`config.mk`:
```
export PLATFORM = sky130hd
export DESIGN_NAME = pipeline_hazard_controller
export DESIGN_NICKNAME = d
export VERILOG_FILES = /design/src/rtl/pipeline_hazard_controller.sv
export SDC_FILE = /design/constraint.sdc
export NUM_CORES = 1
export LEC_CHECK = 0
export CORE_ASPECT_RATIO = 1.5
export CORE_MARGIN = 3
export CORE_UTILIZATION = 43
export DETAILED_ROUTE_END_ITERATION = 8
export GPL_TIMING_DRIVEN = 0
export PLACE_DENSITY = 0.76
export SYNTH_ARGS = -nofsm -noshare
export SYNTH_HDL_FRONTEND = slang
export SYNTH_SLANG_ARGS = --single-unit
export TNS_END_PERCENT = 10
```
`constraint.sdc`:
```
create_clock -name Clock -period 1.8 [get_ports Clock]
set_input_delay 0.18 -clock Clock [delete_from_list [all_inputs] [get_ports Clock]]
set_output_delay 0.18 -clock Clock [all_outputs]
set_load 0.01 [all_outputs]
```
`src/rtl/pipeline_hazard_controller.sv`:
```
// Stall/flush sequencer for the 5-stage pipeline: drives the pipeline-register controls and
// PC write-enable, resolves load-use, branch-flush and data-memory wait hazards.
module pipeline_hazard_controller #(
  parameter int MEM_TIMEOUT = 64,
  parameter int CNT_W       = 16
) (
  input  logic             Clock,
  input  logic             Reset_n,
  input  logic             ID_EX_MemRead,
  input  logic [4:0]       ID_EX_Rt,
  input  logic [4:0]       IF_ID_Rs,
  input  logic [4:0]       IF_ID_Rt,
  input  logic             BranchTaken,
  input  logic             MemReq,
  input  logic             MemReady,
  output logic             PCWrite,
  output logic [1:0]       IF_ID_Signal,
  output logic [1:0]       ID_EX_Signal,
  output logic [1:0]       EX_MEM_Signal,
  output logic [1:0]       MEM_WB_Signal,
  output logic             MemError,
  output logic [CNT_W-1:0] StallCycles,
  output logic [CNT_W-1:0] FlushCount
);

  localparam int WAIT_W = $clog2(MEM_TIMEOUT + 1);
  localparam logic [WAIT_W-1:0] TIMEOUT_V = WAIT_W'(MEM_TIMEOUT);

  localparam logic [1:0] PASS   = 2'd0;
  localparam logic [1:0] HOLD   = 2'd1;
  localparam logic [1:0] BUBBLE = 2'd2;

  typedef enum logic {RUN = 1'b0, MEM_WAIT = 1'b1} state_t;

  state_t            stateReg, stateNext;
  logic [WAIT_W-1:0] waitCntReg, waitCntNext;
  logic              memErrorReg;
  logic [CNT_W-1:0]  stallCntReg, flushCntReg;

  logic       memStall, loadUse, timeoutNow, flushNow;
  logic       pcWriteC;
  logic [1:0] ifIdC, idExC, exMemC, memWbC;

  assign memStall   = MemReq && !MemReady;
  assign loadUse    = ID_EX_MemRead && (ID_EX_Rt != 5'd0) &&
                      ((ID_EX_Rt == IF_ID_Rs) || (ID_EX_Rt == IF_ID_Rt));
  // The entering cycle already counts as one stalled cycle, so the counter holds
  // the number of stalled cycles spent on the pending access.
  assign timeoutNow = (stateReg == MEM_WAIT) && !MemReady && (waitCntReg == TIMEOUT_V);

  // State register
  always_ff @(posedge Clock or negedge Reset_n) begin
    if (!Reset_n) begin
      stateReg   <= RUN;
      waitCntReg <= '0;
    end else begin
      stateReg   <= stateNext;
      waitCntReg <= waitCntNext;
    end
  end

  // Next-state logic
  always_comb begin
    stateNext   = stateReg;
    waitCntNext = waitCntReg;
    case (stateReg)
      RUN: begin
        if (memStall) begin
          stateNext   = MEM_WAIT;
          waitCntNext = WAIT_W'(1);
        end
      end
      MEM_WAIT: begin
        if (MemReady || timeoutNow) begin
          stateNext   = RUN;
          waitCntNext = '0;
        end else begin
          waitCntNext = waitCntReg + WAIT_W'(1);
        end
      end
      default: begin
        stateNext   = RUN;
        waitCntNext = '0;
      end
    endcase
  end

  // Output logic (before reset forcing)
  always_comb begin
    pcWriteC = 1'b1;
    ifIdC    = PASS;
    idExC    = PASS;
    exMemC   = PASS;
    memWbC   = PASS;
    flushNow = 1'b0;
    case (stateReg)
      RUN: begin
        if (memStall) begin
          pcWriteC = 1'b0;
          ifIdC    = HOLD;
          idExC    = HOLD;
          exMemC   = HOLD;
          memWbC   = BUBBLE;
        end else if (BranchTaken) begin
          ifIdC    = BUBBLE;
          idExC    = BUBBLE;
          flushNow = 1'b1;
        end else if (loadUse) begin
          pcWriteC = 1'b0;
          ifIdC    = HOLD;
          idExC    = BUBBLE;
        end
      end
      MEM_WAIT: begin
        if (timeoutNow) begin
          memWbC = BUBBLE;
        end else if (!MemReady) begin
          pcWriteC = 1'b0;
          ifIdC    = HOLD;
          idExC    = HOLD;
          exMemC   = HOLD;
          memWbC   = BUBBLE;
        end
      end
      default: begin
        pcWriteC = 1'b1;
      end
    endcase
  end

  // Event counters and sticky timeout flag
  always_ff @(posedge Clock or negedge Reset_n) begin
    if (!Reset_n) begin
      memErrorReg <= 1'b0;
      stallCntReg <= '0;
      flushCntReg <= '0;
    end else begin
      if (timeoutNow)
        memErrorReg <= 1'b1;
      if (!pcWriteC && (stallCntReg != '1))
        stallCntReg <= stallCntReg + CNT_W'(1);
      if (flushNow && (flushCntReg != '1))
        flushCntReg <= flushCntReg + CNT_W'(1);
    end
  end

  assign PCWrite       = Reset_n ? pcWriteC : 1'b0;
  assign IF_ID_Signal  = Reset_n ? ifIdC    : BUBBLE;
  assign ID_EX_Signal  = Reset_n ? idExC    : BUBBLE;
  assign EX_MEM_Signal = Reset_n ? exMemC   : BUBBLE;
  assign MEM_WB_Signal = Reset_n ? memWbC   : BUBBLE;
  assign MemError      = memErrorReg | timeoutNow;
  assign StallCycles   = stallCntReg;
  assign FlushCount    = flushCntReg;

endmodule

```
; ---- After elaboration in Yosys (flattened, before gate mapping)
; Cells that the tools add are included.
[classes]
n_addsub = 3
n_eq_ne = 6
muxes = 36
bitwise = 2
reduce_logical = 12
[ops]
columns = cell, n
row1 = $add A16 B1 Y16 const B, 2
row2 = $ne A16 B16 Y1 const B, 2
row3 = $mux W2, 12
row4 = $pmux W2 S2, 4
row5 = $mux W1, 15
row6 = $mux W7, 2
row7 = $pmux W7 S2, 1
row8 = $eq A5 B5 Y1, 2
row9 = $add A7 B1 Y7 const B, 1
row10 = $eq A7 B7 Y1 const B, 1
row11 = $logic_and A1 B1 Y1, 7
row12 = $reduce_bool A5 Y1, 1
row13 = $pmux W1 S2, 2
row14 = $logic_not A1 Y1, 2
row15 = $logic_or A1 B1 Y1, 2
row16 = $ne A2 B2 Y1 const B, 1
row17 = $not A1 Y1, 1
row18 = $or A1 B1 Y1, 1
[word_totals]
regBits = 41
in_bits = 21
output_inout_bits = 42
wordCells = 64

; ---- Logic depth before layout (Yosys ltp)
[logic_depth]
depth_word = 9
depth_mapped = 9
ltp_nobuf = 8

; ---- Worst setup path after synthesis
; OpenSTA, ideal clock, no wires.
[synth_timing]
path_kind = register to register
startpoint = reg stallCntReg[0] (netlist: StallCycles[0])
endpoint = reg stallCntReg[12] (netlist: StallCycles[12])
setup_time_ns = 0.128
t_arrival_ns = 1.808
required_ns = 1.672
setup_slack_ns = -0.136
path_stages_with_launch = 8
n_path_buf = 0
synth_period_minus_slack_ns = 1.936
path_cell_list = dfrtp_1 ha_1 and4_1 nand3_1 inv_1 and3_1 a41oi_1 mux2_1
[synth_via]
elab_chain_len = 2
elab_cells_between_ends = 3
classes_between = add/sub (1) / eq/ne (1) / reduce/logical (1)
[synth_rtl]
columns = item, line
row1 = from (decl), 38  ; logic [CNT_W-1:0] stallCntReg, flushCntReg;
row2 = from (signal assigned), 141  ; stallCntReg <= stallCntReg + CNT_W'(1);
row3 = branches (longest 2 deep; another with $add A16 B1 Y16), --
; Parallel ways; which one is timed is not known.
; A chain may end at the register's enable or synchronous reset.

; ---- Worst setup path in the final report
[layout_timing]
startpoint = reg waitCntReg[2]
endpoint = out ID_EX_Signal[0]
[layout_via]
elab_chain_len = 5
[layout_rtl]
columns = item, line
row1 = from (decl), 36  ; logic [WAIT_W-1:0] waitCntReg, waitCntNext;
row2 = from (signal assigned), 58  ; waitCntReg <= waitCntNext;
row3 = $eq A7 B7 Y1, 49  ; assign timeoutNow = (stateReg == MEM_WAIT) && !MemReady && (waitCntReg == TIMEOUT_V);
row4 = $logic_and A1 B1 Y1, 49
row5 = $mux W1, 115  ; if (timeoutNow) begin
row6 = $pmux W2 S2, 96  ; case (stateReg)
row7 = $mux W2, 149  ; assign ID_EX_Signal = Reset_n ? idExC : BUBBLE;
row8 = to (decl), 18  ; output logic [1:0] ID_EX_Signal,
; No other way between the ends.

==> results.md <==
- Status: finished, violations left
- Violated checks: setup timing
- Crit path top cell by count: buf_4
- Total gr overflow: 0
- Syn Nets: 248
- Layout Skew: 8.24 ps
- Gp weighted congestion: 0.785
- Vias per std cell: 5.30
- Detailed placement HPWL: 3960 um
- Worst slew pin tran: 654 ps
- Mean Syn Cell Area: 10.1 um2
- First-pass GRT wire length: 9490 um
- Wire per inst: 15.4 um
- Design Power: 2.84 mW
- Clock Latency Late Sink: 290 ps
- CP max FO: 2
- Final std cells w/o fill: 382
- Inserted Clock Buffers: 5
- Ys Warns: 0
- Setup ws final: -161 ps
- Die Ht: 94.7 um
- Clock buffer depth: 2
- Post-layout util: 69.6%
- PortBufs: 61
- Pre-antenna DRT Iters: 4
- Total global-route track usage: 19.5%
- Clock tree root buffer cell: clkbuf_8
- FF+latch count, synth: 41
- Die area: 6170 um2
- H-tree depth: 2
- Tmin final: 1960 ps
- Critical Path AT: 1780 ps
- N_diodes: 0
- Post-synthesis sequential area ratio: 45.5%
- Hold WS: 473 ps
- Num ports: 63
- DR vias: 2023
- Clock Sinks: 41
- Data required, critical path: 1620 ps
- Share of cells above drive strength 1: 28.5%
- Mapped Cells: 223
- Cell Pwr Density: 820 nW/um2
- Pre-CTS setup slack: -865 ps
- Synthesis-to-finish area growth: 53.2%
- Worst min path class: reg -> reg
- Initial antenna violation count: 0
- Core footprint: 4960 um2
- DRC Markers: 0
- Predominant post-synthesis flop cell: dfrtp_1
- Max Cap Viol: 0
- Number of global-route vias before repair: 2036
- Synth top area share: 45.5%
- CTS tree: built
- Starting Density: 45.5%
- Clock transition at path regs: 80 ps
- Synth area leaders: dfrtp_1, xnor2_1, xor2_1, nand3_1, nand2_1
- Setup CP Type: reg -> out
- Final period util: 109%
- Unrepaired setup endpoints after global routing: true
- Reg2reg setup slack: -160 ps
- Worst setup SP type: flop
- Post-synth EDFFs: 0
- Post-synth ARST share: 100%
- Worst vdd ir: 0.000698 V
- Largest area contributor in the netlist: dfrtp_1
- P_leak: 1.51 nW
- Placed Instances: 351
- Final wirelength: 5870 um
- Delay-heaviest family, CP: buffers and inverters
- Max-slew violations: 0
- Final setup viols: 27
- Antenna Nets Post-Route: 0
- # rows: 31
- Post-synth top cells: dfrtp_1, xnor2_1, nand2_1, xor2_1, nand3_1
- Post-Syn Area: 2260 um2
- Worst path bufs/invs: 4
- Most common cell in the netlist: dfrtp_1
- Crit. End Element: primary output
- Number of DRC markers in iteration 0: 70
- Slowest CP cell: dfrtp_2
- Critical path cell sequence: nor4b_4 > buf_4 > a31oi_4 > buf_4 > and2_4 > buf_4 > buf_4
- Nets: 341
- Synth unique cells: 41
- Die span in x: 65.2 um
- Rel. slew slack: 56.3%
- Fmax: 510 MHz
- Hold Vio Cnt, Final: 0
- Largest net degree at the start of global routing: 28
- CP peak stage delay: 430 ps
==> cell type report <==
cell class / instances / area (um2)
Fill cell: 405 / 1510
Timing Repair Buffer: 86 / 823
Multi-Input combinational cell: 169 / 1370
Buffer: 5 / 36.3
Sequential cell: 41 / 1030
Clock buffer: 7 / 86.3
Inverter: 8 / 30.0
Tap cell: 66 / 82.6
==> placed cells by master, fill, tap and decap left out, types with 3 or more instances in the layout <==
cell             synthesis  routed
and3_1                   9       8
buf_2                    2       7
buf_4                    2      19
buf_6                    1       7
clkbuf_8                 0       6
clkdlybuf4s50_1          0      47
dfrtp_1                 41      35
dfrtp_2                  0       6
dlygate4sd2_1            0       3
inv_1                    8       7
nand2_1                 21      19
nand3_1                 16      13
nand3_2                  3       5
nand4_1                  7       7
nor2_1                  14      12
nor3_1                   5       3
nor3_2                   1       3
o21ai_0                  9       8
xnor2_1                 22      21
xor2_1                  19      19
==> per-stage QoR <==
| step | area [um2] | setup TNS [ps] |
|---|---|---|
| 2_1_floorplan | 2270 | -207 |
| 3_3_place_gp | 2970 | -42990 |
| 3_5_place_dp | 2980 | -10330 |
| 6_report | 3460 | -2050 |
| 5_1_grt | 3460 | -4430 |
| 4_1_cts | 3270 | -2250 |
==> power by group <==
group	switching (mW)	internal (mW)	leakage [nW]	total [mW]
clock	0.301	0.304	0.0443	0.606
sequential	0.220	1.07	0.541	1.29
combinational	0.397	0.546	0.926	0.942
total	0.918	1.92	1.51	2.84
==> routing by layer <==
layer / vias up / track usage, % / wire (um)
met5: - / 0 / 0
met4: 0 / 6.23 / 76
met3: 5 / 4.88 / 314
met2: 53 / 35.4 / 3180
met1: 997 / 22.2 / 2300
li1: 968 / - / -
==> logic make-up after synthesis <==
group	after synthesis	share of synthesized area (%)
muxes	3	1.50
xor gates and xnor gates	41	15.9
buffers and inverters	13	2.94
DFF	41	45.5
and+or+nand+nor	94	23.5
AOI/OAI and AO/OA	26	8.32
adders and majority gates	4	2.22
other	1	0.166
==> flip-flops by register name, indices dropped and copies added, names as in the netlist <==
name	cells
memErrorReg	1
StallCycles	16
waitCntReg	7
stateReg	1
FlushCount	16
==> timing repair <==
item | CTS | global route
cloned | 0 | 1
buffers inserted | 13 | 7
setup endpoints to repair | 28 | 38
endpoints found under the hold margin | 14 | 0
pin swaps | 14 | 14
hold buffers | 3 | 0
gates resized for setup | 51 | 30
==> final timing paths <==
kind	start	endpoint	depth (start not counted)
setup / recovery	waitCntReg[2]$_DFFE_PN0P_	ID_EX_Signal[0]	7
hold / removal	memErrorReg$_DFFE_PN0P_	memErrorReg$_DFFE_PN0P_	1
setup reg to reg	waitCntReg[0]$_DFFE_PN0P_	StallCycles[1]$_DFFE_PN0P_	10
hold reg to reg	memErrorReg$_DFFE_PN0P_	memErrorReg$_DFFE_PN0P_	1
max in group asynchronous	Reset_n	FlushCount[2]$_DFFE_PN0P_	3
min in group asynchronous	Reset_n	StallCycles[6]$_DFFE_PN0P_	4
(Power assumes the default switching activity.)
